--- src/rtl/lot_pkg.sv ---
// Shared types and default timing constants for the lot gate arbiter.
package lot_pkg;

  typedef enum logic [1:0] {
    IDLE      = 2'd0,
    GRANT_IN  = 2'd1,
    GRANT_OUT = 2'd2,
    HOLD      = 2'd3
  } gate_state_t;

  typedef enum logic {
    IN  = 1'b0,
    OUT = 1'b1
  } side_t;

  localparam int OPEN_HOLD_DEF = 4;
  localparam int TIMEOUT_DEF   = 16;
  localparam int TW_DEF        = 5;

endpackage

--- src/rtl/gate_timer.sv ---
// Loadable down-counter shared by the grant-timeout and gate-hold phases.
module gate_timer #(
  parameter int TW = 5
) (
  input  logic          clk,
  input  logic          reset,
  input  logic          load,
  input  logic [TW-1:0] load_val,
  input  logic          en,
  output logic          zero
);

  logic [TW-1:0] cnt_q;

  always_ff @(posedge clk or posedge reset) begin
    if (reset)                     cnt_q <= '0;
    else if (load)                 cnt_q <= load_val;
    else if (en && (cnt_q != '0))  cnt_q <= cnt_q - 1'b1;
  end

  assign zero = (cnt_q == '0);

endmodule

--- src/rtl/lot_gate_arbiter.sv ---
// Single-lane gate arbiter between entry and exit requesters; drives counter strobes.
// Optional LOT_DENY_COUNT_EN adds a saturating count of refused entry cycles.
module lot_gate_arbiter
  import lot_pkg::*;
#(
  parameter int OPEN_HOLD = OPEN_HOLD_DEF,
  parameter int TIMEOUT   = TIMEOUT_DEF,
  parameter int TW        = TW_DEF
) (
  input  logic       clk,
  input  logic       reset,
  input  logic       req_in,
  input  logic       req_out,
  input  logic       pass_in,
  input  logic       pass_out,
  input  logic       full,
  input  logic       clear,
  output logic       grant_in,
  output logic       grant_out,
  output logic       gate_open,
  output logic       inc,
  output logic       dec,
  output logic       timeout_err
`ifdef LOT_DENY_COUNT_EN
  ,
  input  logic       deny_clr,
  output logic [7:0] deny_cnt
`endif
);

  localparam logic [TW-1:0] TO_LD   = TW'(TIMEOUT - 1);
  localparam logic [TW-1:0] HOLD_LD = TW'(OPEN_HOLD - 1);

  gate_state_t   state_q;
  side_t         last_q;
  logic          grant_in_q, grant_out_q, gate_q, inc_q, dec_q, tmo_q;

  logic          entry_elig, exit_elig, go_in, go_out;
  logic          tmr_load, tmr_en, tmr_zero;
  logic [TW-1:0] tmr_val;

  assign entry_elig = req_in  & ~full;
  assign exit_elig  = req_out & ~clear;
  // Round-robin only matters when both sides are eligible.
  assign go_in  = entry_elig & (~exit_elig | (last_q == OUT));
  assign go_out = exit_elig & ~go_in;

  always_comb begin
    tmr_load = 1'b0;
    tmr_val  = '0;
    tmr_en   = 1'b0;
    case (state_q)
      IDLE: begin
        if (go_in || go_out) begin
          tmr_load = 1'b1;
          tmr_val  = TO_LD;
        end
      end
      GRANT_IN: begin
        if (pass_in) begin
          tmr_load = 1'b1;
          tmr_val  = HOLD_LD;
        end else begin
          tmr_en = 1'b1;
        end
      end
      GRANT_OUT: begin
        if (pass_out) begin
          tmr_load = 1'b1;
          tmr_val  = HOLD_LD;
        end else begin
          tmr_en = 1'b1;
        end
      end
      HOLD:    tmr_en = 1'b1;
      default: tmr_en = 1'b0;
    endcase
  end

  gate_timer #(.TW(TW)) u_timer (
    .clk      (clk),
    .reset    (reset),
    .load     (tmr_load),
    .load_val (tmr_val),
    .en       (tmr_en),
    .zero     (tmr_zero)
  );

  always_ff @(posedge clk or posedge reset) begin
    if (reset) begin
      state_q     <= IDLE;
      last_q      <= OUT;
      grant_in_q  <= 1'b0;
      grant_out_q <= 1'b0;
      gate_q      <= 1'b0;
      inc_q       <= 1'b0;
      dec_q       <= 1'b0;
      tmo_q       <= 1'b0;
    end else begin
      inc_q <= 1'b0;
      dec_q <= 1'b0;
      tmo_q <= 1'b0;
      case (state_q)
        IDLE: begin
          if (go_in) begin
            state_q    <= GRANT_IN;
            last_q     <= IN;
            grant_in_q <= 1'b1;
            gate_q     <= 1'b1;
          end else if (go_out) begin
            state_q     <= GRANT_OUT;
            last_q      <= OUT;
            grant_out_q <= 1'b1;
            gate_q      <= 1'b1;
          end
        end
        GRANT_IN: begin
          // A pass on the last timer cycle still wins over the timeout.
          if (pass_in) begin
            state_q    <= HOLD;
            grant_in_q <= 1'b0;
            inc_q      <= 1'b1;
          end else if (tmr_zero) begin
            state_q    <= IDLE;
            grant_in_q <= 1'b0;
            gate_q     <= 1'b0;
            tmo_q      <= 1'b1;
          end
        end
        GRANT_OUT: begin
          if (pass_out) begin
            state_q     <= HOLD;
            grant_out_q <= 1'b0;
            dec_q       <= 1'b1;
          end else if (tmr_zero) begin
            state_q     <= IDLE;
            grant_out_q <= 1'b0;
            gate_q      <= 1'b0;
            tmo_q       <= 1'b1;
          end
        end
        HOLD: begin
          if (tmr_zero) begin
            state_q <= IDLE;
            gate_q  <= 1'b0;
          end
        end
        default: begin
          state_q     <= IDLE;
          grant_in_q  <= 1'b0;
          grant_out_q <= 1'b0;
          gate_q      <= 1'b0;
        end
      endcase
    end
  end

  assign grant_in    = grant_in_q;
  assign grant_out   = grant_out_q;
  assign gate_open   = gate_q;
  assign inc         = inc_q;
  assign dec         = dec_q;
  assign timeout_err = tmo_q;

`ifdef LOT_DENY_COUNT_EN
  logic [7:0] deny_q;

  always_ff @(posedge clk or posedge reset) begin
    if (reset)                                        deny_q <= 8'd0;
    else if (deny_clr)                                deny_q <= 8'd0;
    else if ((state_q == IDLE) && req_in && full &&
             (deny_q != 8'hFF))                       deny_q <= deny_q + 8'd1;
  end

  assign deny_cnt = deny_q;
`endif

endmodule
--- config.mk ---
export PLATFORM = sky130hd
export DESIGN_NAME = lot_gate_arbiter
export DESIGN_NICKNAME = d
export VERILOG_FILES = /design/src/rtl/lot_pkg.sv /design/src/rtl/gate_timer.sv /design/src/rtl/lot_gate_arbiter.sv
export SDC_FILE = /design/constraint.sdc
export NUM_CORES = 1
export LEC_CHECK = 0
export ABC_AREA = 1
export CAP_MARGIN = 20
export CORE_MARGIN = 5
export CORE_UTILIZATION = 52
export DETAILED_ROUTE_END_ITERATION = 10
export MAX_ROUTING_LAYER = met4
export PLACE_DENSITY = 0.77
export SKIP_CTS_REPAIR_TIMING = 1
export SLEW_MARGIN = 20
export SYNTH_ARGS = -nofsm -noshare
export SYNTH_HDL_FRONTEND = slang
export SYNTH_HIERARCHICAL = 1
export SYNTH_SLANG_ARGS = --single-unit
--- constraint.sdc ---
create_clock -name clk -period 2.1 [get_ports clk]
set_input_delay 0.42 -clock clk [delete_from_list [all_inputs] [get_ports clk]]
set_output_delay 0.42 -clock clk [all_outputs]
set_load 0.005 [all_outputs]
Yosys cells after proc, flatten, opt, wreduce, memory -nomap -nowiden --
Cells that the tools add are included.
Storage, ports and cells: input bits 8, output and inout port bits 6, register bits after elaboration 14
Cells by class: reductions and logical operators 13, $add $sub $neg 1, eq/ne operators 11, bitwise operators 9, mux-type cells 39
Operators with widths (count):
- $mux 1 | 21
- $mux 2 | 7
- $pmux 4 s3 | 1
- $mux 5 | 2
- $ne 2x2->1 const B | 5
- $ne 3x3->1 const B | 3
- $pmux 2 s4 | 1
- $reduce_bool 2->1 | 4
- $pmux 1 s2 | 3
- $pmux 1 s3 | 2
- $reduce_and 3->1 | 2
- $logic_not 5->1 | 1
- $reduce_bool 5->1 | 1
- $sub 5x1->5 const B | 1
- $and 1x1->1 | 4
- $eq 2x2->1 const B | 2
- $mux 4 | 1
- $not 1->1 | 4
- $pmux 1 s4 | 1
- $reduce_and 4->1 | 1
- $eq 2x1->1 const B | 1
- $logic_not 2->1 | 1
- $reduce_and 2->1 | 1
- $logic_and 1x1->1 | 1
- 2 further kinds | 2

Longest topological paths before layout --
depth in word-level cells 11, depth in mapped cells 11

By module --
Netlist, hierarchy kept.
Modules (own cells, without submodules):
- lot_gate_arbiter | area each 599.3 um^2, sequential area each 226.5 um^2, cells an instance 85, times used 1
- gate_timer | area each 345.3 um^2, sequential area each 125.1 um^2, cells an instance 49, times used 1

Least setup slack after synthesis --
No wires, ideal clock.
path type register -> register, start point reg state_q[0], end point reg u_timer.cnt_q[2], arrival time 1.735 ns, library setup time 0.117 ns, stages on the path, launching flop included 12, setup slack 0.249 ns, required time 1.983 ns, period minus slack after synthesis 1.851 ns, path through dfrtp_1 > inv_1 > ha_1 > nand2_1 > nand2_1 > inv_2 > a21oi_1 > inv_2 > o21ai_0 > nand2_1 > nand2_1 > nand2_1
Between the ends: elaborated cells on any way between the ends 10
RTL lines:
- from (decl) | line lot_gate_arbiter.sv:34 | gate_state_t state_q;
- from (signal assigned) | line lot_gate_arbiter.sv:91 | state_q <= IDLE;
- from (signal assigned) | line lot_gate_arbiter.sv:106 | state_q <= GRANT_IN;
- from (signal assigned) | line lot_gate_arbiter.sv:111 | state_q <= GRANT_OUT;
- $eq 2x2->1, or another cell as far along | line lot_gate_arbiter.sv:52 | case (state_q)
- $pmux 1 s3 * | line lot_gate_arbiter.sv:52
- named net tmr_load | line lot_gate_arbiter.sv:39 | logic tmr_load, tmr_en, tmr_zero;
- $mux 5 / $reduce_bool 2->1 (equally long branches)
- to (signal assigned) | line gate_timer.sv:17 | else if (load) cnt_q <= load_val;
- to (signal assigned) | line gate_timer.sv:18 | else if (en && (cnt_q != '0)) cnt_q <= cnt_q - 1'b1;
- to (decl) | line gate_timer.sv:13 | logic [TW-1:0] cnt_q;
Mark *: on every way through the listed nets, which the timed path passes. The rest lies on a longest branch. A chain may end at the register's enable or synchronous reset.

Final worst setup path --
Ends and elaborated chain as after synthesis.

==> impl_metrics.sql <==
INSERT INTO impl_metrics (metric_group, metric, value, unit) VALUES
('run_status', 'outcome', 'finished clean', ''),
('timing', 'setup_total_negative_slack', '0', 'ns'),
('timing', 'clock.fmax', '558', 'MHz'),
('drt', 'vias_per_cell', '4.77', ''),
('synthesis', 'synth_cells', '134', ''),
('worst_setup_path', 'critPathSlowestCell', 'sky130_fd_sc_hd__dfrtp_1', ''),
('grt', 'number_of_global_route_vias_before_repair', '821', ''),
('die', 'row_count', '15', ''),
('drt', 'first_pass_iters', '5', ''),
('synthesis', 'syn_area_per_cell', '7.05', 'sq um'),
('layout', 'n_antenna_cell', '0', ''),
('drt', 'antenna_violating_nets_post_route', '0', ''),
('job', 'maxCapViolations', '0', ''),
('synthesis', 'ys_warns', '6', ''),
('placement', 'dp_hpwl', '1.57', 'mm'),
('grt', 'grt_most_used_layer', 'met2', ''),
('worst_setup_path', 'path_class', 'reg -> reg', ''),
('timing', 'finalSetupViolations', '0', ''),
('worst_setup_path', 'critPathRequiredTime', '2.27', 'ns'),
('layout', 'final_layout_size_suffix_gt1_frac', '0.151', ''),
('worst_setup_path', 'path_cells', 'inv_1 > ha_1 > nand2_1 > nand2_1 > inv_2 > a21oi_1 > buf_4 > inv_2 > o21ai_0 > nand2_1 > nand2_1 > nand2_1', ''),
('timing', 'final_critical_path_setup_slack', '0.308', 'ns'),
('synthesis', 'synthDistinctLibCells', '21', ''),
('grt', 'grt_pass1_wl', '3.42', 'mm'),
('clocking', 'insertion_delay', '0.27', 'ns'),
('grt', 'groute.usage.overall', '0.175', ''),
('placement', 'numPlacedInstances', '173', ''),
('grt', 'grt_start_max_net_pins', '11', ''),
('clocking', 'htreeDepth', '1', ''),
('drt', 'detail_route.iter0.violations', '21', ''),
('worst_setup_path', 'critPathCaptureType', 'flop', ''),
('grt', 'antenna_found_initial', '0', ''),
('die', 'floorplan_die_area', '0.00277', 'sq mm'),
('drt', 'drc', '0', ''),
('die', 'dieHeight', '52.6', 'um'),
('power', 'p_total', '0.00169', 'W'),
('clocking', 'cts.sink_count', '14', ''),
('grt', 'met3_demand_to_capacity_share_in_global_routing', '0.0427', ''),
('worst_setup_path', 'ff2ff_setup_slack', '0.31', 'ns'),
('grt', 'met2_layer_usage_reported_by_global_route', '0.254', ''),
('worst_setup_path', 'path_max_fanout', '10', ''),
('synthesis', 'synth.cell_area', '945', 'sq um'),
('drt', 'dr_total_vias', '845', ''),
('grt', 'groute.layer.met1.usage', '0.236', ''),
('clocking', 'clk_root_buffer_cell', 'sky130_fd_sc_hd__clkbuf_4', ''),
('synthesis', 'post-synth-top-area-fraction', '0.344', ''),
('clocking', 'tritoncts', 'built', ''),
('layout', 'area_delta_synth_final', '20.7', '%'),
('layout', 'number_of_nets_at_the_end_of_the_flow', '167', ''),
('placement', 'finalWeightedCongestion', '0.902', ''),
('grt', 'global_route.overflow_total', '0', ''),
('clocking', 'ctsLongestPathBuffers', '2', ''),
('synthesis', 'postSynthNetCount', '148', ''),
('power', 'max-vdd-ir-drop', '778', 'uV'),
('worst_setup_path', 'worst-r2r-cell-count', '12', ''),
('drt', 'routed_wire_length_per_instance', '11.0', 'um'),
('timing', 'drv_slew', '0', ''),
('placement', 'pre_cts_ws', '0.215', 'ns'),
('synthesis', 'seq_area_frac_synth', '0.372', ''),
('worst_setup_path', 'crit_path_start_kind', 'flop', ''),
('worst_setup_path', 'worstSetupStartpoint', 'state_q[0]', ''),
('synthesis', 'synth-seq-cells', '14', ''),
('worst_hold_path', 'min-delay-path-class', 'in -> async', ''),
('clocking', 'tritoncts.num_buffers', '3', ''),
('die', 'effective_utilization_at_floorplan', '0.547', ''),
('clocking', 'cts.clk_slew.worst_paths', '0.09', 'ns'),
('synthesis', 'post-synth-top-area-cell', 'sky130_fd_sc_hd__dfrtp_1', ''),
('worst_setup_path', 'critPathArrivalTime', '1.97', 'ns'),
('power', 'power_per_cell_area', '1480', 'mW/mm^2'),
('drt', 'route.final.wire_length', '1.95', 'mm'),
('layout', 'fillers', '172', '');
[metal layers]
metal  share of wire  wire length, um
met1            0.51              997
met2            0.45              879
met3           0.035               68
met4          0.0046                9
met5               0                0
[cells in the mapped netlist]
master	n
sky130_fd_sc_hd__conb_1	1
sky130_fd_sc_hd__o21ai_0	5
sky130_fd_sc_hd__o21ai_2	2
sky130_fd_sc_hd__nand3_1	15
sky130_fd_sc_hd__nand2_2	2
sky130_fd_sc_hd__nand3b_1	1
sky130_fd_sc_hd__ha_1	6
sky130_fd_sc_hd__nand3_2	2
sky130_fd_sc_hd__a21o_1	1
sky130_fd_sc_hd__o22ai_1	1
sky130_fd_sc_hd__inv_2	8
sky130_fd_sc_hd__nor2_1	9
sky130_fd_sc_hd__nand2_4	2
sky130_fd_sc_hd__a21oi_1	2
sky130_fd_sc_hd__and3_1	1
sky130_fd_sc_hd__o21ai_1	2
sky130_fd_sc_hd__nor2_2	2
sky130_fd_sc_hd__dfstp_2	1
sky130_fd_sc_hd__nand2_1	37
sky130_fd_sc_hd__inv_1	21
sky130_fd_sc_hd__dfrtp_1	13
[power breakdown]
part	switching [W]	total, W	internal [W]
Combinational	0.000629	0.00105	0.000423
Sequential	0.0000801	0.000474	0.000394
Clock	0.0000875	0.000161	0.0000736
Total	0.000797	0.00169	0.000890
[registers in the layout, indices dropped and copies added (netlist names)]
signal         count
u_timer/cnt_q      5
state_q            2
dec                1
gate_open          1
grant_in           1
grant_out          1
inc                1
last_q             1
timeout_err        1
[worst max-delay path by stage]
stage                       end  cells after the start
6_report       u_timer/cnt_q[2]                     12
3_5_place_dp   u_timer/cnt_q[2]                     12
2_1_floorplan  u_timer/cnt_q[2]                     11
4_1_cts        u_timer/cnt_q[2]                     12
3_3_place_gp   u_timer/cnt_q[2]                     12
5_1_grt        u_timer/cnt_q[2]                     12
[cells in the final DEF (no fill, tap or decap)]
| master | n |
|---|---|
| sky130_fd_sc_hd__inv_1 | 21 |
| sky130_fd_sc_hd__a21oi_1 | 2 |
| sky130_fd_sc_hd__o21ai_2 | 2 |
| sky130_fd_sc_hd__dfrtp_1 | 13 |
| sky130_fd_sc_hd__a21o_1 | 1 |
| sky130_fd_sc_hd__conb_1 | 1 |
| sky130_fd_sc_hd__nand3b_1 | 1 |
| sky130_fd_sc_hd__clkbuf_1 | 1 |
| sky130_fd_sc_hd__buf_4 | 1 |
| sky130_fd_sc_hd__nand2_4 | 2 |
| sky130_fd_sc_hd__nor2_1 | 9 |
| sky130_fd_sc_hd__o22ai_1 | 1 |
| sky130_fd_sc_hd__ha_1 | 6 |
| sky130_fd_sc_hd__o21ai_0 | 5 |
| sky130_fd_sc_hd__and3_1 | 1 |
| sky130_fd_sc_hd__clkbuf_4 | 3 |
| sky130_fd_sc_hd__inv_2 | 8 |
| sky130_fd_sc_hd__nor2_2 | 2 |
| sky130_fd_sc_hd__dfstp_2 | 1 |
| sky130_fd_sc_hd__nand2_1 | 37 |
| sky130_fd_sc_hd__nand3_1 | 15 |
| sky130_fd_sc_hd__nand3_2 | 2 |
| sky130_fd_sc_hd__clkdlybuf4s50_1 | 13 |
| sky130_fd_sc_hd__nand2_2 | 2 |
| sky130_fd_sc_hd__o21ai_1 | 2 |
[kinds of logic (layout without fill, tap and decap cells)]
kind of cell             after synthesis  after routing  synth area share
AO/OA/AOI/OAI                         13             13            0.0808
adder cells (fa/ha/maj)                6              6            0.0795
buffers and inverters                 29             47             0.115
flip-flops                            14             14             0.372
other                                  1              1           0.00397
AND/OR/NAND/NOR                       71             71             0.348
[stage by stage]
step | util | cell area, sq um
global placement | 0.645 | 1110
CTS | 0.660 | 1140
floorplan | - | 945
detailed placement | 0.645 | 1110
global route | 0.660 | 1140
finish | 0.660 | 1140
[area by class of cell]
cell class	instances	area, sq um	share of cell area
Clock buffer	4	26.3	0.0231
Inverter	29	109	0.0955
Multi-Input combinational cell	91	484	0.425
Sequential cell	14	352	0.308
Tap cell	25	31.3	0.0274
Timing Repair Buffer	14	138	0.121
[critical path: cells and delay by family, from the launching register on]
family	cells	cell delay, ns
buf+inv	4	0.46
fa+ha+maj	1	0.25
flops	1	0.42
compound gates	2	0.21
simple gates	5	0.36
(Power assumes the default switching activity.)
